**config.mk**
```make
export PLATFORM = sky130hd
export DESIGN_NAME = muldiv_unit_flat
export DESIGN_NICKNAME = d
export VERILOG_FILES = /design/src/rtl/muldiv_unit_if.sv /design/src/rtl/muldiv_unit.sv /design/src/flat_wrapper.sv
export SDC_FILE = /design/constraint.sdc
export NUM_CORES = 1
export LEC_CHECK = 0
export BUFFER_PORTS_ARGS = -buffer_cell sky130_fd_sc_hd__buf_2
export CORE_ASPECT_RATIO = 1.2
export CORE_MARGIN = 2
export CORE_UTILIZATION = 45
export CTS_CLUSTER_DIAMETER = 40
export CTS_CLUSTER_SIZE = 12
export DETAILED_ROUTE_END_ITERATION = 10
export GPL_ROUTABILITY_DRIVEN = 0
export SLEW_MARGIN = 20
export SYNTH_ARGS = -nofsm -noshare
export SYNTH_HDL_FRONTEND = slang
export SYNTH_SLANG_ARGS = --single-unit
```
**constraint.sdc**
```tcl
create_clock -name clk -period 6.8 [get_ports clk]
set_clock_uncertainty 0.15 [all_clocks]
set_input_delay 0.68 -clock clk [delete_from_list [all_inputs] [get_ports clk]]
set_output_delay 0.68 -clock clk [all_outputs]
set_load 0.02 [all_outputs]
```
**src/rtl/muldiv_unit_if.sv**
```systemverilog
// Execute-stage request and HI/LO result bundle for the mul/div sequencer.
// The hazard unit watches busy; the Memory-stage mux reads hi/lo.
interface muldiv_unit_if;
  logic        startE;
  logic [1:0]  opE;
  logic        flushE;
  logic [31:0] srcaE;
  logic [31:0] srcbE;
  logic        hiweE;
  logic        loweE;
  logic        busy;
  logic [31:0] hi;
  logic [31:0] lo;

  modport master (
    output startE, opE, flushE, srcaE, srcbE,
    output hiweE, loweE,
    input  busy, hi, lo
  );

  modport slave (
    input  startE, opE, flushE, srcaE, srcbE,
    input  hiweE, loweE,
    output busy, hi, lo
  );
endinterface

```
**src/rtl/muldiv_unit.sv**
```systemverilog
// Iterative 32-step multiply / restoring divide owning the HI/LO pair.
// Magnitudes are processed unsigned; signs are reapplied in FIX.
module muldiv_unit (
  input  logic   clk,
  input  logic   reset,
  muldiv_unit_if.slave bus
);
  localparam logic [1:0] IDLE = 2'd0;
  localparam logic [1:0] CALC = 2'd1;
  localparam logic [1:0] FIX  = 2'd2;

  logic [1:0]  state;
  logic [4:0]  cnt;
  logic [63:0] acc;
  logic [31:0] mag;
  logic        div_q;
  logic        neg_p, neg_q, neg_r;
  logic [31:0] hi_q, lo_q;

  logic        accept, is_div, sgn;
  logic        a_neg, b_neg;
  logic [31:0] a_mag, b_mag;
  logic [32:0] mul_sum, div_trial;
  logic [63:0] mul_next, div_next, prod;
  logic [31:0] quot, rem;

  assign accept = (state == IDLE) && bus.startE && !bus.flushE;
  assign is_div = bus.opE[1];
  assign sgn    = ~bus.opE[0];
  assign a_neg  = sgn & bus.srcaE[31];
  assign b_neg  = sgn & bus.srcbE[31];
  assign a_mag  = a_neg ? (32'd0 - bus.srcaE) : bus.srcaE;
  assign b_mag  = b_neg ? (32'd0 - bus.srcbE) : bus.srcbE;

  // acc holds {upper, multiplier} for mult and {rem, quot} for div
  assign mul_sum   = {1'b0, acc[63:32]} + {1'b0, mag};
  assign mul_next  = acc[0] ? {mul_sum, acc[31:1]}
                            : {1'b0, acc[63:1]};
  assign div_trial = acc[63:31] - {1'b0, mag};
  assign div_next  = div_trial[32]
                   ? {acc[62:0], 1'b0}
                   : {div_trial[31:0], acc[30:0], 1'b1};

  assign prod = neg_p ? (64'd0 - acc) : acc;
  assign quot = neg_q ? (32'd0 - acc[31:0]) : acc[31:0];
  assign rem  = neg_r ? (32'd0 - acc[63:32]) : acc[63:32];

  always_ff @(posedge clk) begin
    if (reset) begin
      state <= IDLE;
      cnt   <= '0;
      acc   <= '0;
      mag   <= '0;
      div_q <= 1'b0;
      neg_p <= 1'b0;
      neg_q <= 1'b0;
      neg_r <= 1'b0;
      hi_q  <= '0;
      lo_q  <= '0;
    end else begin
      unique case (state)
        IDLE: begin
          if (accept) begin
            div_q <= is_div;
            cnt   <= '0;
            if (is_div && bus.srcbE == 32'd0) begin
              // divide by zero: raw dividend to HI, all ones to LO
              acc   <= {bus.srcaE, 32'hFFFF_FFFF};
              mag   <= '0;
              neg_p <= 1'b0;
              neg_q <= 1'b0;
              neg_r <= 1'b0;
              state <= FIX;
            end else begin
              acc   <= {32'd0, is_div ? a_mag : b_mag};
              mag   <= is_div ? b_mag : a_mag;
              neg_p <= !is_div & (a_neg ^ b_neg);
              neg_q <= is_div & (a_neg ^ b_neg);
              neg_r <= is_div & a_neg;
              state <= CALC;
            end
          end else if (!bus.flushE) begin
            if (bus.hiweE) hi_q <= bus.srcaE;
            if (bus.loweE) lo_q <= bus.srcaE;
          end
        end
        CALC: begin
          acc <= div_q ? div_next : mul_next;
          cnt <= cnt + 5'd1;
          if (cnt == 5'd31) state <= FIX;
        end
        FIX: begin
          if (div_q) begin
            hi_q <= rem;
            lo_q <= quot;
          end else begin
            hi_q <= prod[63:32];
            lo_q <= prod[31:0];
          end
          state <= IDLE;
        end
        default: state <= IDLE;
      endcase
    end
  end

  assign bus.busy = (state != IDLE);
  assign bus.hi   = hi_q;
  assign bus.lo   = lo_q;
endmodule

```
**src/flat_wrapper.sv**
```systemverilog
// flat-port wrapper written by rule: the top's interface ports become plain ports
module muldiv_unit_flat 
  (clk, reset, bus_startE, bus_opE, bus_flushE, bus_srcaE, bus_srcbE, bus_hiweE, bus_loweE, bus_busy, bus_hi, bus_lo);
  muldiv_unit_if bus_i ();
  input  logic clk;
  input  logic reset;
  input wire logic [$bits(bus_i.startE)-1:0] bus_startE;
  input wire logic [$bits(bus_i.opE)-1:0] bus_opE;
  input wire logic [$bits(bus_i.flushE)-1:0] bus_flushE;
  input wire logic [$bits(bus_i.srcaE)-1:0] bus_srcaE;
  input wire logic [$bits(bus_i.srcbE)-1:0] bus_srcbE;
  input wire logic [$bits(bus_i.hiweE)-1:0] bus_hiweE;
  input wire logic [$bits(bus_i.loweE)-1:0] bus_loweE;
  output wire logic [$bits(bus_i.busy)-1:0] bus_busy;
  output wire logic [$bits(bus_i.hi)-1:0] bus_hi;
  output wire logic [$bits(bus_i.lo)-1:0] bus_lo;
  assign bus_i.startE = bus_startE;
  assign bus_i.opE = bus_opE;
  assign bus_i.flushE = bus_flushE;
  assign bus_i.srcaE = bus_srcaE;
  assign bus_i.srcbE = bus_srcbE;
  assign bus_i.hiweE = bus_hiweE;
  assign bus_i.loweE = bus_loweE;
  assign bus_busy = bus_i.busy;
  assign bus_hi = bus_i.hi;
  assign bus_lo = bus_i.lo;
  muldiv_unit u_core (.clk(clk), .reset(reset), .bus(bus_i));
endmodule
```
# Word level (Yosys, flattened, before mapping)
# Cells that the tools add are included.
# classes
n_addsub	8
n_mul	0
div_mod_pow	0
order_cmp	0
eq_ne	9
shift	0
mux	33
bitwise_logic	7
reduce_logical	15
# op_table
op	n
32-bit 2-to-1 mux	15
64-bit 2-to-1 mux	6
32-bit one-hot mux with 2 select lines	2
64-bit one-hot mux with 2 select lines	1
1-bit by 32-bit subtractor with 32-bit output, first input constant	4
1-bit by 64-bit subtractor with 64-bit output, first input constant	1
32-bit by 32-bit adder with 33-bit output	1
33-bit by 32-bit subtractor with 33-bit output	1
32-bit zero test	1
5-bit one-hot mux with 2 select lines	1
2-bit != test, second input constant	4
4-bit AND reduction	2
2-bit 2-to-1 mux	3
2-bit AND reduction	3
2-bit nonzero test	3
5-bit by 1-bit adder with 5-bit output, second input constant	1
1-bit bitwise AND	5
5-bit == test, second input constant	1
5-bit 2-to-1 mux	1
2-bit by 1-bit != test with 1-bit output, second input constant	2
2-bit one-hot mux with 2 select lines	1
1-bit logical AND	3
1-bit 2-to-1 mux	3
2-bit by 1-bit == test with 1-bit output, second input constant	1
other kinds (5)	6
# totals
regBits	171
latch_bits	0
mem_bits_rw	0
rom_bits	0
inputBits	72
output_inout_bits	65
wordCells	82
n_memories	0

# Depth between registers and ports, before layout
# Gate-level depths: netlist of the first run.
# depth
ltp_word	7
ltp_mapped	13
mapped_depth_nobuf	12

# Worst setup path after synthesis of the first run
# OpenSTA, ideal clock, no wires.
# synth_timing
kind	reg2reg
startpoint	register u_core.acc[31]
endpoint	register u_core.acc[52]
arrival_time_ns	3.095
t_required_ns	6.514
slack_ns	3.419
stages_incl_launch_ff	14
period_less_slack_ns	3.381
path_cell_list	dfxtp_1 inv_1 ha_1 fa_1 nand2b_1 a211o_1 a31oi_2 a211oi_1 o21a_1 mux2i_2 nor2_2 buf_2 mux2i_1 o211ai_1
# synth_between
elab_chain_len	4
# synth_rtl
item	line	source
start, declared	muldiv_unit.sv:14	logic [63:0] acc;
start signal, assigned	muldiv_unit.sv:68	acc <= {bus.srcaE, 32'hFFFF_FFFF};
start signal, assigned	muldiv_unit.sv:75	acc <= {32'd0, is_div ? a_mag : b_mag};
start signal, assigned	muldiv_unit.sv:88	acc <= div_q ? div_next : mul_next;
33-bit by 32-bit subtractor with 33-bit output	muldiv_unit.sv:39	assign div_trial = acc[63:31] - {1'b0, mag};
64-bit 2-to-1 mux	muldiv_unit.sv:41	? {acc[62:0], 1'b0}
64-bit 2-to-1 mux	muldiv_unit.sv:88	
64-bit one-hot mux with 2 select lines	muldiv_unit.sv:61	unique case (state)
# Every way passes these cells.
# A chain may end at the register's enable or synchronous reset.

# Final worst setup path of the first run
# layout_timing
startpoint	register u_core.acc[31]
endpoint	register u_core.acc[47]
# Same word-level chain as after synthesis.

==> results.env, run 1 <==
START_UTIL_PCT=45.8
LAYOUT_COMMON_CELLS='247 x sky130_fd_sc_hd__nor2_1, 230 x sky130_fd_sc_hd__a21oi_1, 169 x sky130_fd_sc_hd__dfxtp_1'
DPL_WORST_SLACK_NS=2.41
DR.PASS1.ITERS=5
POST_ROUTE_FRACTION_OF_THE_PERIOD_CONSUMED_BY_THE_CRITICAL_PATH_PCT=65.7
DRT-TOTAL-WL_MM=60.8
DP_HPWL_MM=46.0
CRIT-REG2REG-CAPTURE='u_core.acc[47]'
FINISH.UTILIZATION_PCT=50.0
TIMING.CRITICAL_PATH.REQUIRED_NS=7.02
POST_SYNTH_MAIN_AREA_CONTRIBUTORS='sky130_fd_sc_hd__dfxtp_1 23%, sky130_fd_sc_hd__a21oi_1 7.6%, sky130_fd_sc_hd__nor2_1 6.1%'
CTSHTREEMAXLEVEL=4
SWITCHINGPOWER_mW=1.30
SEQUENTIALPOWERSHARE_PCT=35.1
ROUTED-VIA-COUNT=16300
FF2FF_SETUP_SLACK_NS=2.33
LEAKAGE_nW=6.52
GROUTE.USAGE.OVERALL_PCT=34.5
FINAL-MAX-SLEW-VIOLATION-COUNT=0
IO_PINS=137
DIODES=0
CLOCK_INSERTION_DELAY_WORST_SKEW_NS=0.46
CLK_PIN_SLEW_NS=0.08
CTS-RESIZED-GATES=0
ROWS=73
DETAIL_ROUTE.DRC_VIOLATIONS=0
UNREPAIRED_SETUP_ENDPOINTS_AFTER_GLOBAL_ROUTING='false'
NETLIST-CELL-TYPE-COUNT=89
WORST_HOLD_STARTPOINT='u_core.bus.hi[0]'
CLOCK_TREE_FROM_TRITONCTS='built'
WORST_IR_DROP_VDD_mV=0.200
INTERNAL_POWER_mW=1.99
MAX_CAP_VIOLATIONS=0
ASYNCSETRESETFLOPFRACSYNTH_PCT=0
CP_MAX_FO=18
DIE_WIDTH_UM=172
CTS.SINKS=171
POWER.DENSITY_nW_PER_UM2=198
DIE_H_UM=205
SHARE_COMB_OF_TOTAL_POWER_PCT=34.9
SYNTH_CELLS=2070
YOSYS_REGISTER_BITS=171
TIMING_WORST_SLEW_PIN_VALUE_NS=1.16
POSTCTSHOLDBUFS=0
MEAN_SYN_CELL_AREA_UM2=7.34
LAYOUT_SETUP_WS_NS=2.33
FLOORPLAN.DIE_AREA_UM2=35200
DETAIL_ROUTE.VIAS_PER_CELL=6.40
CRITPATHARRIVALTIME_NS=4.69
YS_DOMINANT_REG_CELL='sky130_fd_sc_hd__dfxtp_1'
CTS_INSERTED_BUFFERS=17
GLOBAL_ROUTE.OVERFLOW_TOTAL=0
HOLD_DEPTH=2
FINALSETUPVIOLCOUNT=0
PATH_CLASS='reg2reg'
ANTENNA_FOUND_INITIAL=2
CRITICAL_PATH.STARTPOINT_TYPE='flop'
FILLERINSTANCES=3350
SW_FRAC_OF_TOTAL_PCT=39.5
POST_SYNTH_EDFFS=0
FINISH.NET_COUNT=2233
SYNTH.TOP_CELL.AREA_SHARE_PCT=22.5
FINALSETUPTNS_NS=0
CLK_ROOT_BUFFER_CELL='sky130_fd_sc_hd__clkbuf_16'
DETAIL_ROUTE.ITER0.VIOLATIONS=1735
FP.COREAREA_UM2=33200
SHARE_CLK_OF_TOTAL_POWER_PCT=30.1
LAYOUT_MIN_CYCLE_TIME_NS=4.47
WORST_HOLD_PATH.ENDPOINT='u_core.bus.hi[0]'
NETS_IN_THE_SYNTHESIZED_NETLIST=2214
POST_CTS_BUFFERS=0
DRT-WIRELENGTH-PER-CELL_UM=23.8
SYNTHESIS.YOSYS.WARNINGS=0
CLOCKBUFFERDEPTH=2
R2R_START='u_core.acc[31]'
HOLD_FAILS_FINAL_RPT=0
AREAGROWTHSYNTHTOFINISH_PCT=9.19
ACHIEVABLE_FREQ_GHz=0.224
OUTCOME='completed'
R2R_CELLS=12
SYNTH_SEQUENTIAL_AREA_RATIO_PCT=22.5
IO_BUFFER_COUNT=136
GRT_PASS1_VIAS=15100
GRT_START_MAX_NET_PINS=72
LAYOUT_COMMONEST_CELL='sky130_fd_sc_hd__nor2_1'
ANT_NETS=0
YOSYS.AREA.TOP_TYPE='sky130_fd_sc_hd__dfxtp_1'
SYN_AREA_UM2=15200
WIRE_LENGTH_OF_THE_FIRST_GLOBAL_ROUTING_PASS_MM=91.7
WORST_SETUP_PATH_END_KIND='flop'
WORST_RELATIVE_SLEW_SLACK_PCT=22.5
SHARE_OF_LAYOUT_CELLS_ABOVE_DRIVE_STRENGTH_1_PCT=11.5
HOLDCRITPATHCLASS='reg2reg'
[kinds of logic after synthesis]
logic type | share of synthesized area, %
buffers and inverters | 5.59
flip-flops | 22.5
XOR/XNOR | 9.75
multiplexers | 3.71
adder cells (fa/ha/maj) | 6.03
AND/OR/NAND/NOR | 20.4
AO/OA/AOI/OAI | 32.0
[critical path, cell delays in order (launching register included)]
cell	delay (ns)
sky130_fd_sc_hd__dfxtp_1	0.44
sky130_fd_sc_hd__inv_1	0.11
sky130_fd_sc_hd__ha_1	0.24
sky130_fd_sc_hd__fa_1	0.38
sky130_fd_sc_hd__nand2b_1	0.20
sky130_fd_sc_hd__a211o_1	0.31
sky130_fd_sc_hd__a31oi_2	0.32
sky130_fd_sc_hd__a211oi_1	0.23
sky130_fd_sc_hd__o21a_1	0.31
sky130_fd_sc_hd__mux2i_2	0.77
sky130_fd_sc_hd__nor2_2	0.41
sky130_fd_sc_hd__mux2i_1	0.20
sky130_fd_sc_hd__a221oi_1	0.30
[cell type report]
type | count | area (um2) | share of cell area (%)
Multi-Input combinational cell | 1682 | 11000 | 66.1
Sequential cell | 171 | 3430 | 20.7
Timing Repair Buffer | 157 | 841 | 5.07
Tap cell | 450 | 563 | 3.40
Clock buffer | 20 | 457 | 2.75
Inverter | 60 | 225 | 1.36
Clock inverter | 12 | 115 | 0.694
[routing by layer]
metal  global-route usage [%]  vias up  share of wire [%]
met3                     4.56      176                7.4
li1                         -     7648                  -
met4                     23.9        4                7.6
met2                     53.6      814                 44
met5                        0        -              0.048
met1                     44.2     7697                 41
[Yosys cell counts (20+ instances only)]
cell	number
sky130_fd_sc_hd__ha_1	70
sky130_fd_sc_hd__nor2b_1	23
sky130_fd_sc_hd__a31oi_1	29
sky130_fd_sc_hd__xor2_1	70
sky130_fd_sc_hd__xnor2_1	99
sky130_fd_sc_hd__and3_1	25
sky130_fd_sc_hd__nand2_1	141
sky130_fd_sc_hd__nand3_1	33
sky130_fd_sc_hd__inv_1	59
sky130_fd_sc_hd__nor3_1	44
sky130_fd_sc_hd__a211oi_1	106
sky130_fd_sc_hd__o21ai_1	20
sky130_fd_sc_hd__o211ai_1	24
sky130_fd_sc_hd__o31ai_1	25
sky130_fd_sc_hd__mux2i_1	47
sky130_fd_sc_hd__o21ai_0	118
sky130_fd_sc_hd__nor2_1	248
sky130_fd_sc_hd__dfxtp_1	171
sky130_fd_sc_hd__clkbuf_1	130
sky130_fd_sc_hd__a21oi_1	230
sky130_fd_sc_hd__a21o_1	32
sky130_fd_sc_hd__nand2b_1	24
[power groups by stage]
stage                     clock [mW]  combinational, mW  sequential, mW
after floorplan                    0              0.798            1.14
after global placement             0               1.10            1.17
after detailed placement           0               1.11            1.17
after CTS                      0.992               1.12            1.15
after global routing            1.03               1.24            1.16
final                          0.988               1.14            1.15
[sequential cells by signal, indices dropped and copies added, names as in the netlist]
signal and cells:
u_core.neg_p 1, u_core.neg_r 1, u_core.state 2, u_core.neg_q 1, u_core.cnt 5, u_core.acc 64
u_core.div_q 1, u_core.bus.lo 32, u_core.mag 32, u_core.bus.hi 32
[per-stage QoR]
stage | total power [mW] | area (um2) | std cells | hold WS, ns
floorplan | 1.94 | 15200 | 2070 | 0.289
global placement | 2.27 | 16000 | 2520 | 0.292
detailed placement | 2.28 | 16000 | 2520 | 0.297
CTS | 3.26 | 16600 | 2552 | 0.305
global route | 3.43 | 16600 | 2552 | 0.344
finish | 3.29 | 16600 | 2552 | 0.303
[how the worst max path moves through the flow]
stage	from	cells past startpoint	endpoint	slack [ns]
after floorplan	u_core.acc[31]	13	u_core.acc[52]	3.42
after global placement	u_core.acc[31]	12	u_core.acc[47]	2.51
after detailed placement	u_core.acc[31]	12	u_core.acc[47]	2.41
after CTS	u_core.acc[31]	12	u_core.acc[55]	2.40
after global routing	u_core.acc[31]	12	u_core.acc[47]	1.99
final	u_core.acc[31]	12	u_core.acc[47]	2.33
Power figures use the tool's default switching activity.
==> run 2, diff against run 1 <==
Clock period 6.8 ns to 4.3 ns, I/O delays scaled along.
==> run 2 against run 1 <==
Effect of this change:
- wire length increased by 0.71%
- via count rose by 1.2%
- final cell count is 1.3% higher
- register-to-register slack worse by 2.0 ns
==> results.env, run 2 (synthesis gave the netlist of run 1 again) <==
OUTCOME='completed'
ROWS=73  # unchanged
DIE_WIDTH_UM=172  # unchanged
FILLERINSTANCES=3319  # -0.93%
DETAIL_ROUTE.VIAS_PER_CELL=6.40  # about the same
SWITCHINGPOWER_mW=2.17  # +67%
LAYOUT_MIN_CYCLE_TIME_NS=3.96  # -0.512 ns
PATH_CLASS='reg2reg'
HOLD_FAILS_FINAL_RPT=0  # unchanged
TIMING_WORST_SLEW_PIN_VALUE_NS=0.996  # -0.166 ns
HOLDWS_NS=0.184  # -0.119 ns
LEAKAGE_nW=6.71  # +3.0%
CTSHTREEMAXLEVEL=4  # unchanged
DRT-TOTAL-WL_MM=61.2  # +0.71%
LAYOUT_COMMONEST_CELL='sky130_fd_sc_hd__nor2_1'
ACHIEVABLE_FREQ_GHz=0.253  # +13%
ROUTED-VIA-COUNT=16500  # +1.2%
TIMING.CRITICAL_PATH.REQUIRED_NS=4.52  # -2.50 ns
CRITICAL_PATH.MAX_STAGE_DELAY_NS=0.54  # -0.23 ns
WIRE_LENGTH_OF_THE_FIRST_GLOBAL_ROUTING_PASS_MM=91.3  # -0.44%
POWER.DENSITY_nW_PER_UM2=315  # +59%
GROUTE.USAGE.OVERALL_PCT=34.5  # +0.038 points
LAYOUT_COMMON_CELLS='247 x sky130_fd_sc_hd__nor2_1, 230 x sky130_fd_sc_hd__a21oi_1, 169 x sky130_fd_sc_hd__dfxtp_1'
DRT-WIRELENGTH-PER-CELL_UM=23.7  # -0.57%
LARGEST_REGISTER='u_core.acc'
CLK_PIN_SLEW_NS=0.08  # about the same
GRT_USE_MET1_PCT=43.0  # -1.1 points
DETAIL_ROUTE.DRC_VIOLATIONS=0  # unchanged
FINISH.UTILIZATION_PCT=50.8  # +0.82 points
WORST_RELATIVE_SLEW_SLACK_PCT=33.4  # +11 points
IO_BUFFER_COUNT=136  # unchanged
MAX_FFS_PER_REGISTER=64  # unchanged
FINAL_AREA_UM2=16900  # +1.6%
IO_PINS=137  # unchanged
START_UTIL_PCT=45.8  # unchanged
POST_CTS_BUFFERS=0  # unchanged
SHARE_CLK_OF_TOTAL_POWER_PCT=30.3  # +0.2 points
CLK_ROOT_BUFFER_CELL='sky130_fd_sc_hd__clkbuf_16'
GRT.MET2_USAGE_PCT=54.3  # +0.70 points
CRITICAL_PATH.STARTPOINT_TYPE='flop'
GRT_START_MAX_NET_PINS=75  # +4.2%
FINALSETUPVIOLCOUNT=0  # unchanged
CTS.SINKS=171  # unchanged
GRT.BUSIEST_LAYER='met2'
CRITPATHARRIVALTIME_NS=4.18  # -0.51 ns
INTERNAL_POWER_mW=3.14  # +58%
SEQUENTIALPOWERSHARE_PCT=34.0  # -1.1 points
CLOCK_TREE_FROM_TRITONCTS='built'
CLOCKBUFFERDEPTH=2  # unchanged
GLOBAL_ROUTE.OVERFLOW_TOTAL=0  # unchanged
HOLDCRITPATHCLASS='in2reg'
WORST_IR_DROP_VDD_mV=0.311  # +55%
DIE_H_UM=205  # unchanged
CTS_INSERTED_BUFFERS=17  # unchanged
POST_ROUTE_FRACTION_OF_THE_PERIOD_CONSUMED_BY_THE_CRITICAL_PATH_PCT=92.0  # +26 points
MAX_CAP_VIOLATIONS=0  # unchanged
ANT_NETS=0  # unchanged
DETAIL_ROUTE.ITER0.VIOLATIONS=1759  # +1.4%
FINALSETUPTNS_NS=0  # unchanged
ANTENNA_FOUND_INITIAL=3  # +1
AREAGROWTHSYNTHTOFINISH_PCT=11.0
SHARE_OF_LAYOUT_CELLS_ABOVE_DRIVE_STRENGTH_1_PCT=12.8  # +1.4 points
UNREPAIRED_SETUP_ENDPOINTS_AFTER_GLOBAL_ROUTING='false'
GR-USAGE-MET3_PCT=5.29  # +0.73 points
SW_FRAC_OF_TOTAL_PCT=40.9  # +1.4 points
CLOCK_INSERTION_DELAY_WORST_SKEW_NS=0.47  # about the same
DP_HPWL_MM=46.5  # +0.94%
DR.PASS1.ITERS=6  # +1
CP_MAX_FO=8  # -10
FINISH.NET_COUNT=2265  # +1.4%
WORST_SETUP_PATH_END_KIND='flop'
GRT_PASS1_VIAS=15100  # -0.073%
PATH_CELLS='ha_1, fa_1, a21o_1, a221oi_1, a21oi_1, o21ai_1, a21oi_1, o21ai_0, xor2_1, o21ai_0, a31o_1'
FINAL-MAX-SLEW-VIOLATION-COUNT=0  # unchanged
FLOORPLAN.DIE_AREA_UM2=35200  # unchanged
TIMING.CRITICAL_PATH.SLOWEST_STAGE_CELL='sky130_fd_sc_hd__a221oi_1'
FP.COREAREA_UM2=33200  # unchanged
SHARE_COMB_OF_TOTAL_POWER_PCT=35.7  # +0.8 points
DETAILED_PLACE.AREA_UM2=16200  # +1.5%
## run 2: cell types whose count changed in the layout (fill, tap and decap cells not counted), moves of 2 or more
| cell | before | now |
|---|---|---|
| sky130_fd_sc_hd__inv_8 | 0 | 5 |
| sky130_fd_sc_hd__clkinv_8 | 0 | 4 |
| sky130_fd_sc_hd__clkbuf_8 | 2 | 0 |
| sky130_fd_sc_hd__buf_4 | 22 | 54 |
| sky130_fd_sc_hd__clkinvlp_4 | 6 | 1 |
## run 2: power by group through the flow
stage	Sequential [mW]	Combinational, mW	Clock, mW
2_1_floorplan	1.81	1.26	0
5_1_grt	1.82	2.03	1.69
4_1_cts	1.80	1.83	1.62
3_3_place_gp	1.83	1.81	0
3_5_place_dp	1.84	1.82	0
6_report	1.80	1.89	1.61
## run 2: worst max-delay path, delay by kind of cell, from the launching register on
family                   cells  cell delay, ns
AO/OA/AOI/OAI                8            2.39
XOR/XNOR                     1            0.18
adder cells (fa/ha/maj)      2            0.71
flip-flops                   1            0.41
## run 2: worst paths after layout
path / start / endpoint / depth (start not counted) / slack, ns
setup / recovery: u_core.acc[32] / u_core.acc[57] / 11 / 0.34
hold / removal: bus_srcaE[1] / u_core.bus.hi[1] / 3 / 0.18
hold reg to reg: u_core.mag[11] / u_core.mag[11] / 2 / 0.33
setup reg to reg: u_core.acc[32] / u_core.acc[57] / 11 / 0.34
## run 2: routing by layer
metal / share of wire (%) / vias to the layer above
li1: - / 7695
met1: 40 / 7778
met2: 44 / 854
met3: 8.0 / 203
met4: 7.6 / 4
met5: 0.044 / -
## run 2: what timing repair did
item,in CTS,in global routing
endpoints found under the setup margin,0,1
gates resized for setup,0,1
hold buffers,0,0
## run 2: through the flow
step	worst slack [ns]	total power, mW	cells
after floorplan	0.919	3.07	2070
after global placement	0.335	3.64	2552
after detailed placement	0.256	3.66	2552
after CTS	0.231	5.26	2584
after global routing	0.174	5.54	2584
final	0.343	5.30	2585
## run 2: layout make-up
cell class	instances	area (um2)	area share, %
clock buffer	17	425	2.52
inverter	60	225	1.34
tap	450	563	3.34
sequential	171	3430	20.3
timing repair buffer	189	1080	6.41
clock inverter	15	173	1.02
multi-input combinational	1682	11000	65.0
antenna	1	2.50	0.0148
==> run 3, diff against run 2 <==
Settings changed: CELL_PAD_IN_SITES_DETAIL_PLACEMENT from default to 1, CELL_PAD_IN_SITES_GLOBAL_PLACEMENT from default to 2, CORE_UTILIZATION 45 to 36, PLACE_DENSITY_LB_ADDON from default to 0.1.
==> run 3 against run 2 <==
Effect of this change:
- global-route usage shrank 0.52 points
- critical path type unchanged
- largest cell class unchanged
- clock power grew 6%
- worst hold slack gained 0.067 ns
- via count increased by 2.0%
- final cell count is 4.8% higher
- count of clock-buffer cells in the layout is 2 higher
- sequential cell count unchanged
==> results.env, run 3 (synthesis gave the netlist of run 1 again) <==
OUTCOME='completed'
FP.COREAREA_UM2=41700  # +26%
POWER.DENSITY_nW_PER_UM2=322  # +2.3%
POST_ROUTE_FRACTION_OF_THE_PERIOD_CONSUMED_BY_THE_CRITICAL_PATH_PCT=91.5  # -0.54 points
SW_FRAC_OF_TOTAL_PCT=41.8  # +0.89 points
GLOBAL_ROUTE.OVERFLOW_TOTAL=0  # unchanged
LAYOUT_MIN_CYCLE_TIME_NS=3.93  # -0.0233 ns
FINAL-MAX-SLEW-VIOLATION-COUNT=0  # unchanged
GROUTE.USAGE.OVERALL_PCT=34.0  # -0.52 points
HOLD_FAILS_FINAL_RPT=0  # unchanged
LAYOUT_COMMONEST_CELL='sky130_fd_sc_hd__nor2_1'
CLK_ROOT_BUFFER_CELL='sky130_fd_sc_hd__clkbuf_16'
CTS.SINKS=171  # unchanged
LAYOUT_COMMON_CELLS='247 x sky130_fd_sc_hd__nor2_1, 230 x sky130_fd_sc_hd__a21oi_1, 169 x sky130_fd_sc_hd__dfxtp_1'
IO_PINS=137  # unchanged
FINAL_AREA_UM2=17200  # +2.0%
DETAILED_PLACE.AREA_UM2=16600  # +2.1%
SHARE_OF_LAYOUT_CELLS_ABOVE_DRIVE_STRENGTH_1_PCT=13.9  # +1.1 points
CLOCKBUFFERDEPTH=2  # unchanged
UNREPAIRED_SETUP_ENDPOINTS_AFTER_GLOBAL_ROUTING='false'
DETAIL_ROUTE.VIAS_PER_CELL=6.23  # -2.6%
SEQUENTIALPOWERSHARE_PCT=32.6  # -1.4 points
PATH_CELLS='inv_1, fa_1, nand2b_1, a211o_1, a31oi_2, a211oi_1, o21a_1, mux2i_2, nor2_2, buf_4, mux2i_1, a221oi_1'
WORST_SETUP_PATH_END_KIND='flop'
CRITICAL_PATH.STARTPOINT_TYPE='flop'
CLOCK_INSERTION_DELAY_WORST_SKEW_NS=0.48  # about the same
DETAIL_ROUTE.DRC_VIOLATIONS=0  # unchanged
WIRE_LENGTH_OF_THE_FIRST_GLOBAL_ROUTING_PASS_MM=111  # +22%
GRT.MET2_USAGE_PCT=58.0  # +3.8 points
GRT_USE_MET1_PCT=41.3  # -1.8 points
DETAIL_ROUTE.ITER0.VIOLATIONS=1293  # -26%
POST_CTS_BUFFERS=0  # unchanged
CLK_PIN_SLEW_NS=0.08  # about the same
WORST_IR_DROP_VDD_mV=0.312  # +0.32%
INTERNAL_POWER_mW=3.22  # +2.8%
LARGEST_DELAY_CONTRIBUTOR_FAMILY_ON_THE_CRITICAL_PATH='compound AO/OA/AOI/OAI gates'
CRITICAL_PATH.MAX_STAGE_DELAY_NS=0.49  # -0.05 ns
DIODES=0  # -1
TIMING.CRITICAL_PATH.REQUIRED_NS=4.53  # about the same
CLOCK_TREE_FROM_TRITONCTS='built'
TIMING_WORST_SLEW_PIN_VALUE_NS=1.11  # +0.113 ns
POSTCTSHOLDBUFS=0  # unchanged
FINALSETUPTNS_NS=0  # unchanged
ROWS=82  # +12%
SWITCHINGPOWER_mW=2.31  # +6.6%
FINISH.NET_COUNT=2293  # +1.2%
AREAGROWTHSYNTHTOFINISH_PCT=13.2
DR.PASS1.ITERS=5  # -1
GRT_PASS1_VIAS=16900  # +12%
GRT.BUSIEST_LAYER='met2'
MAX_CAP_VIOLATIONS=0  # unchanged
GRT_START_MAX_NET_PINS=65  # -13%
ANTENNA_FOUND_INITIAL=1  # -2
HOLDCRITPATHCLASS='in2reg'
GR-USAGE-MET3_PCT=3.74  # -1.6 points
START_UTIL_PCT=36.5  # -9.3 points
DRT-TOTAL-WL_MM=75.3  # +23%
FLOORPLAN.DIE_AREA_UM2=43800  # +24%
DIE_H_UM=229  # +12%
PATH_BUF_INV=2  # +2
CRITPATHARRIVALTIME_NS=4.17  # about the same
SHARE_COMB_OF_TOTAL_POWER_PCT=36.7  # +1.0 points
CTS-RESIZED-GATES=0  # unchanged
CP_MAX_FO=12  # +4
ROUTED-VIA-COUNT=16900  # +2.0%
FINALSETUPVIOLCOUNT=0  # unchanged
PATH_CLASS='reg2reg'
LARGEST_REGISTER='u_core.acc'
SHARE_CLK_OF_TOTAL_POWER_PCT=30.7  # +0.4 points
DP_HPWL_MM=58.1  # +25%
DRT-WIRELENGTH-PER-CELL_UM=27.8  # +17%
LEAKAGE_nW=6.87  # +2.4%
MAX_FFS_PER_REGISTER=64  # unchanged
TIMING.CRITICAL_PATH.SLOWEST_STAGE_CELL='sky130_fd_sc_hd__dfxtp_1'
IO_BUFFER_COUNT=136  # unchanged
WORST_RELATIVE_SLEW_SLACK_PCT=25.8  # -7.6 points
DIE_WIDTH_UM=191  # +12%
ANT_NETS=0  # unchanged
CTSHTREEMAXLEVEL=4  # unchanged
CTS_INSERTED_BUFFERS=17  # unchanged
ACHIEVABLE_FREQ_GHz=0.254  # +0.59%
## run 3: cell types whose count changed in the layout (fill, tap and decap cells not counted), sizes merged
cell      previous run  this run
clkbuf              17        19
diode                1         0
clkinvlp             1         0
clkinv               7         4
inv                 67        68
bufinv               0         1
buf                189       217
## run 3: worst paths after layout
check,startpoint,endpoint,slack (ns),cells past startpoint
setup / recovery,u_core.acc[32],u_core.acc[55],0.37,12
hold / removal,bus_srcaE[1],u_core.bus.hi[1],0.25,3
setup reg to reg,u_core.acc[32],u_core.acc[55],0.37,12
hold reg to reg,u_core.bus.hi[0],u_core.bus.hi[0],0.31,2
## run 3: power by group through the flow
stage | registers (mW) | logic, mW | clock network, mW
CTS | 1.80 | 2.01 | 1.72
floorplan | 1.81 | 1.26 | 0
finish | 1.80 | 2.03 | 1.70
global placement | 1.83 | 1.97 | 0
global route | 1.81 | 2.18 | 1.76
detailed placement | 1.84 | 2.00 | 0
## run 3: layout make-up
type	count	area (um2)
fill	5273	24500
multi-input combinational	1682	11000
sequential	171	3430
timing repair buffer	217	1300
tap	546	683
clock buffer	19	453
inverter	60	225
clock inverter	13	148
## run 3: per-stage QoR
stage | utilization [%] | power [mW] | worst slack [ns] | hold slack [ns] | std cells
global placement | 39.8 | 3.80 | 0.550 | 0.291 | 2676
CTS | 41.3 | 5.53 | 0.407 | 0.222 | 2708
floorplan | - | 3.07 | 0.919 | 0.289 | 2070
global route | 41.3 | 5.76 | 0.231 | 0.247 | 2708
finish | 41.3 | 5.54 | 0.366 | 0.250 | 2708
detailed placement | 39.8 | 3.83 | 0.470 | 0.299 | 2676
## run 3: worst min-delay path: stages
cell	delay (ns)
sky130_fd_sc_hd__buf_2	0.20
sky130_fd_sc_hd__nand2_1	0.10
sky130_fd_sc_hd__a311oi_1	0.09
## run 3: metal layers
metal | share of wire, % | wire length [um]
met1 | 41 | 30600
met2 | 49 | 36700
met3 | 4.6 | 3480
met4 | 5.9 | 4420
met5 | 0 | 0
